==> src/rtl/spi_master_arb.sv <==
// Two-requester burst arbiter and byte sequencer in front of spi_master.
// Grants a whole burst round-robin, paces bytes via dv/ready, routes MISO back, aborts on a stall.
module spi_master_arb #(
  parameter int LEN_W   = 4,
  parameter int TIMEOUT = 1023
) (
  input  logic             i_clk,
  input  logic             i_rst,
  input  logic [1:0]       i_req,
  input  logic [LEN_W-1:0] i_len0,
  input  logic [LEN_W-1:0] i_len1,
  input  logic [7:0]       i_byte0,
  input  logic [7:0]       i_byte1,
  output logic [1:0]       o_gnt,
  output logic [1:0]       o_take,
  output logic [7:0]       o_rx_byte,
  output logic [1:0]       o_rx_dv,
  output logic [1:0]       o_done,
  output logic [1:0]       o_err,
  output logic [7:0]       o_mosi_byte,
  output logic             o_mosi_dv,
  input  logic             i_mosi_ready,
  input  logic             i_miso_dv,
  input  logic [7:0]       i_miso_byte
);

  localparam int WD_W = $clog2(TIMEOUT + 1);

  typedef enum logic [1:0] {S_IDLE, S_SEND, S_WAIT_RX, S_DONE} state_t;

  state_t           r_state, w_next;
  logic [1:0]       r_gnt;
  logic             r_last;
  logic [LEN_W-1:0] r_cnt;
  logic [WD_W-1:0]  r_wdog;
  logic             r_err_flag;
  logic [7:0]       r_rx_byte;
  logic [1:0]       r_rx_dv;

  logic w_win;
  logic w_launch;
  logic w_timeout;

  // Winner index: on a tie the requester not served last goes first.
  always_comb begin
    // NOTE: every always_comb output gets a default first so no path can infer a latch.
    w_win = 1'b0;
    case (i_req)
      2'b10:   w_win = 1'b1;
      2'b11:   w_win = ~r_last;
      default: w_win = 1'b0;
    endcase
  end

  assign w_launch  = (r_state == S_SEND) && i_mosi_ready;
  assign w_timeout = (r_wdog == WD_W'(TIMEOUT));

  always_comb begin
    w_next = r_state;
    case (r_state)
      S_IDLE:    if (|i_req) w_next = S_SEND;
      S_SEND:    if (i_mosi_ready) w_next = S_WAIT_RX;
      S_WAIT_RX: begin
        if (i_miso_dv)      w_next = (r_cnt == '0) ? S_DONE : S_SEND;
        else if (w_timeout) w_next = S_DONE;
      end
      S_DONE:    w_next = S_IDLE;
      default:   w_next = S_IDLE;
    endcase
  end

  always_comb begin
    o_mosi_byte = 8'h00;
    if (r_gnt[0])      o_mosi_byte = i_byte0;
    else if (r_gnt[1]) o_mosi_byte = i_byte1;
  end

  assign o_mosi_dv = w_launch;
  assign o_take    = w_launch ? r_gnt : 2'b00;
  assign o_done    = (r_state == S_DONE) ? r_gnt : 2'b00;
  assign o_err     = (r_state == S_DONE && r_err_flag) ? r_gnt : 2'b00;
  assign o_gnt     = r_gnt;
  assign o_rx_dv   = r_rx_dv;
  assign o_rx_byte = r_rx_byte;

  // NOTE: sequential state uses non-blocking assignments so every register samples pre-edge values.
  always_ff @(posedge i_clk) begin
    if (i_rst) r_state <= S_IDLE;
    else       r_state <= w_next;
  end

  always_ff @(posedge i_clk) begin
    if (i_rst) begin
      r_gnt      <= 2'b00;
      r_last     <= 1'b1;
      r_cnt      <= '0;
      r_wdog     <= '0;
      r_err_flag <= 1'b0;
      r_rx_byte  <= 8'h00;
      r_rx_dv    <= 2'b00;
    end else begin
      r_rx_dv <= 2'b00;
      case (r_state)
        S_IDLE: begin
          if (|i_req) begin
            r_gnt <= w_win ? 2'b10 : 2'b01;
            r_cnt <= w_win ? i_len1 : i_len0;
          end
        end
        S_SEND: begin
          if (i_mosi_ready) r_wdog <= '0;
        end
        S_WAIT_RX: begin
          // Length is checked before the decrement, so cnt never wraps.
          if (i_miso_dv) begin
            r_rx_byte <= i_miso_byte;
            r_rx_dv   <= r_gnt;
            if (r_cnt != '0) r_cnt <= r_cnt - 1'b1;
          end else if (w_timeout) begin
            r_err_flag <= 1'b1;
          end else begin
            r_wdog <= r_wdog + 1'b1;
          end
        end
        S_DONE: begin
          r_gnt      <= 2'b00;
          r_last     <= r_gnt[1];
          r_err_flag <= 1'b0;
        end
        default: ;
      endcase
    end
  end

endmodule

==> config.mk <==
export PLATFORM = sky130hd
export DESIGN_NAME = spi_master_arb
export DESIGN_NICKNAME = d
export VERILOG_FILES = /design/src/rtl/spi_master_arb.sv
export SDC_FILE = /design/constraint.sdc
export NUM_CORES = 1
export LEC_CHECK = 0
export ABC_CLOCK_PERIOD_IN_PS = 3300
export BUFFER_PORTS_ARGS = -buffer_cell sky130_fd_sc_hd__buf_4
export CAP_MARGIN = 20
export CORE_MARGIN = 2
export CORE_UTILIZATION = 40
export CTS_CLUSTER_DIAMETER = 60
export DETAILED_ROUTE_END_ITERATION = 12
export PLACE_DENSITY = 0.68
export SLEW_MARGIN = 10
export SYNTH_ARGS = -nofsm -noshare
export SYNTH_HDL_FRONTEND = slang
export SYNTH_SLANG_ARGS = --single-unit
==> constraint.sdc <==
create_clock -name i_clk -period 3.3 [get_ports i_clk]
set_clock_uncertainty 0.1 [all_clocks]
set_input_delay 0.66 -clock i_clk [delete_from_list [all_inputs] [get_ports i_clk]]
set_output_delay 0.66 -clock i_clk [all_outputs]
set_load 0.01 [all_outputs]
---- After elaboration in Yosys (flattened, before gate mapping) ----
Cells that the tools add are included.
W data, S select, Z words.
word-level totals
  logic and storage cells ................. 71
  output and inout port bits .............. 27
  input port bits ......................... 38
  flip-flop bits (word level) ............. 30
operators by class
  muxes and demuxes ....................... 27
  bitwise gates (word level) .............. 3
  equality and inequality tests ........... 14
  reduce and logical (&&, ||, !) cells .... 17
  add/subtract/negate cells ............... 2
operators by type and width
  cell                     count
  $mux W10                 3
  $mux W2                  10
  $pmux W10 S2             1
  $mux W4                  4
  $mux W8                  2
  $ne A2 B2 Y1 const B     7
  $add A10 B1 Y10 const B  1
  $eq A10 B10 Y1 const B   1
  $eq A2 B2 Y1 const B     4
  $pmux W2 S4              1
  $pmux W4 S2              1
  $reduce_and A4 Y1        2
  $reduce_bool A2 Y1       4
  $reduce_and A3 Y1        2
  $logic_not A4 Y1         1
  $pmux W1 S2              2
  $pmux W2 S2              1
  $reduce_and A2 Y1        2
  $reduce_bool A4 Y1       1
  $sub A4 B1 Y4 const B    1
  $ne A3 B3 Y1 const B     1
  $not A1 Y1               3
  $reduce_or A3 Y1         1
  $eq A2 B1 Y1 const B     1
  other kinds (4)          6

---- Logic depth before layout (Yosys ltp) ----
  depth in word-level cells ............... 5
  gate-level depth with buffers ........... 6
  depth with buffers taken out ............ 6

---- Least setup slack after synthesis ----
No wires, ideal clock.
  kind .................................... reg2out
  from .................................... register r_state[1]
  to ...................................... output port o_err[1]
  data arrival time ....................... 1210 ps
  path buffers ............................ 1
  required time ........................... 2540 ps
  path slack .............................. 1330 ps
  cell stages (with the launch flop) ...... 5
  cell sequence ........................... dfxtp_1 > clkbuf_1 > nand2_1 > nor2_1 > and2_1
on the way
  word-level cells in the longest chain between the ends .. 3
ends and longest elaborated chain
  item                      line  RTL
  start: declaration        31    state_t r_state, w_next;
  start signal: assignment  89    else r_state <= w_next;
  $eq A2 B2 Y1              81    assign o_err = (r_state == S_DONE && r_err_flag) ? r_gnt : 2'b00;
  $logic_and A1 B1 Y1       81
  $mux W2                   81
  end: declaration          19    output logic [1:0] o_err,
No other way between the ends.

---- Final worst setup path ----
  from .................................... register r_state[0]
  to ...................................... output port o_take[0]
on the way
  word-level cells in the longest chain between the ends .. 3
ends and longest elaborated chain
  item                 line  RTL
  $eq A2 B1 Y1         55    assign w_launch = (r_state == S_SEND) && i_mosi_ready;
  $logic_and A1 B1 Y1  55
  $mux W2              79    assign o_take = w_launch ? r_gnt : 2'b00;
  end: declaration     15    output logic [1:0] o_take,
No other way between the ends.

==> impl_metrics.env <==
export IMPL_outcome="finished, final reports clean"
export IMPL_yosys_area_top_type_share_pct=36.6
export IMPL_drv_cap=0
export IMPL_power_total_mw=0.911
export IMPL_ant_nets=0
export IMPL_grt_pass1_wl_mm=6.51
export IMPL_min_period_over_period_pct=75.5
export IMPL_seq_area_frac_synth_pct=36.6
export IMPL_arrival_ns=1.73
export IMPL_die_y_microns=68.0
export IMPL_p_switching_mw=0.227
export IMPL_avgSynthCellArea_sq_um=7.96
export IMPL_syn_inst=206
export IMPL_cp_required_ns=2.54
export IMPL_grt_max_degree=30
export IMPL_reg2reg_setup_slack_ns=1.17
export IMPL_row_count=23
export IMPL_hold_class="reg -> reg"
export IMPL_grt_pass1_vias=1459
export IMPL_hold_buffers=0
export IMPL_cts_sinks=30
export IMPL_final_min_clock_period_ns=2.49
export IMPL_port_buffers=64
export IMPL_clk_pin_slew_ns=0.07
export IMPL_grt_setup_unrepaired="false"
export IMPL_postCtsSetupBuffers=0
export IMPL_cts_root_buf="clkbuf_8"
export IMPL_clock_latency_ns=0.28
export IMPL_finalHoldViolCount=0
export IMPL_synthFlopType="dfxtp_1"
export IMPL_p_int_mw=0.684
export IMPL_p_leak_nw=0.895
export IMPL_antenna_found_initial=0
export IMPL_synth_commonest_cells="dfxtp_1, a21oi_1, nand3_1"
export IMPL_drtPass1Iterations=4
export IMPL_slew_headroom_pct=62.1
export IMPL_crit_type="reg -> out"
export IMPL_combPwrFrac_pct=17.7
export IMPL_die_x_microns=68.0
export IMPL_ir_worst_vdd_mv=0.173
export IMPL_initial_utilization_pct=41.3
export IMPL_cts_resized=0
export IMPL_synth_area_leaders="dfxtp_1, a21oi_1, nand3_1"
export IMPL_nets=306
export IMPL_synthDistinctLibCells=44
export IMPL_cp_slowest_stage_delay_ns=0.68
export IMPL_final_area_sq_mm=0.00225
export IMPL_regArea_sq_um=601
export IMPL_antenna_cells=0
export IMPL_area_delta_synth_final_pct=37.2
export IMPL_cts_tree="built"
export IMPL_switching_share_pct=25.0
export IMPL_setup_viol_count_final=0
export IMPL_path_max_fanout=16
export IMPL_post_synth_top_area_cell="dfxtp_1"
export IMPL_pwr_density_cell_mw_per_mm2=405
export IMPL_syn_num_nets=246
export IMPL_holdPathStages=2
export IMPL_sequentialPowerShare_pct=43.4
export IMPL_cp_slowest_cell="dfxtp_1"
export IMPL_synth_seq_cells=30
export IMPL_timing_setup_tns_ns=0
export IMPL_core_area_sq_mm=0.00397
export IMPL_synthArstFlopShare_pct=0
export IMPL_vias=1715
export IMPL_max_freq_mhz=402
export IMPL_drive_gt1_share_pct=29.2
export IMPL_detail_route_vias_per_cell=5.41
export IMPL_tightestPinTransition_ns=0.568
export IMPL_dp_hpwl_mm=3.13
export IMPL_grt_ovfl_total=0
export IMPL_end_kind="output port"
export IMPL_die_area_sq_mm=0.00463
export IMPL_timing_final_max_slew_violations=0
export IMPL_worst_setup_path_start_kind="flop"
export IMPL_cts_max_level=2
export IMPL_wl_per_cell_microns=13.2
export IMPL_numCtsBuffers=5
export IMPL_cts_buffer_depth=2
export IMPL_worstPathCellList="nor2b_2 -> nand2_4 -> clkinv_2 -> and2_1 -> buf_4"
export IMPL_synth_warnings=0
export IMPL_placed_cell_area_sq_mm=0.00214
export IMPL_drc=0
export IMPL_r2r_worst_path_cells=4
export IMPL_fill_cells=387
export IMPL_pin_count=65
export IMPL_synth_enable_flop_cells=0
export IMPL_gp_congestion=0.821
export IMPL_routed_wl_mm=4.19
export IMPL_yosysMostFrequentCell="dfxtp_1"
export IMPL_clock_power_share_pct=38.8
export IMPL_first_iter_violations=99
export IMPL_multi_input_area_sq_um=956
export IMPL_grt_usage_pct=18.8
export IMPL_syn_cell_area_sq_mm=0.00164
[state kept, by name (all words and copies together), names as in the netlist]
signal      flops
r_wdog         10
o_rx_byte       8
r_cnt           4
o_gnt           2
o_rx_dv         2
r_state         2
r_err_flag      1
r_last          1
[layer usage]
metal	GRT usage, %	share of wire, %
met1	23.7	45
met2	31.3	45
met3	5.43	9.7
met4	5.00	0.38
met5	0	0
[metrics by stage]
step	utilization (%)	setup WS (ns)	hold slack (ns)	cells
floorplan	-	1.33	0.349	206
global placement	53.9	1.13	0.344	309
detailed placement	53.9	1.09	0.350	309
CTS	56.7	0.817	0.359	317
global route	56.7	0.628	0.377	317
finish	56.7	0.810	0.356	317
[worst paths after layout]
path | startpoint | to
worst min-delay path | o_rx_byte[0] | o_rx_byte[0]
worst max-delay path | r_state[0] | o_take[0]
worst min register to register | o_rx_byte[0] | o_rx_byte[0]
worst max register to register | r_state[1] | r_cnt[3]
[layout make-up]
type | count | area share (%)
multi-input combinational | 156 | 42.5
clock buffer | 5 | 3.06
clock inverter | 3 | 1.78
timing repair buffer | 66 | 22.0
sequential | 30 | 26.7
tap | 50 | 2.78
inverter | 7 | 1.22
[cells by family after synthesis]
group           Yosys count  share of synthesized area (%)
fa+ha+maj                 2                           1.53
flops                    30                           36.6
buf+inv                  20                           5.11
simple gates             88                           29.3
compound gates           62                           24.9
mux                       4                           2.52
[power groups by stage]
stage | Clock (mW) | Combinational (mW) | Sequential (mW)
after floorplan | 0 | 0.0954 | 0.395
after global placement | 0 | 0.162 | 0.403
after detailed placement | 0 | 0.162 | 0.403
after CTS | 0.368 | 0.163 | 0.395
after global routing | 0.379 | 0.180 | 0.399
final | 0.354 | 0.162 | 0.396
[worst max-delay path: cells and delay by family, from the launching register on]
| family | cells | cell delay [ns] |
|---|---|---|
| buf+inv | 2 | 0.21 |
| flops | 1 | 0.68 |
| simple gates | 3 | 0.56 |
[cell usage in the layout, fill, tap and decap left out, drive strengths merged, types with 2 or more instances in the layout]
master	count
nor2b	4
nand4	2
nand3b	4
a21oi	25
and2	3
dfxtp	30
a32o	2
nor2	9
o211ai	2
nor4	3
nand2	19
o31ai	2
nor3	7
inv	6
and3	2
o21ai	7
nand2b	4
or3	5
o32a	2
clkinv	3
nor3b	3
clkbuf	5
ha	2
a22o	8
buf	66
nand3	20
o31a	3
a31oi	4
mux2i	3
No activity file was read; power rests on OpenSTA's default activity.
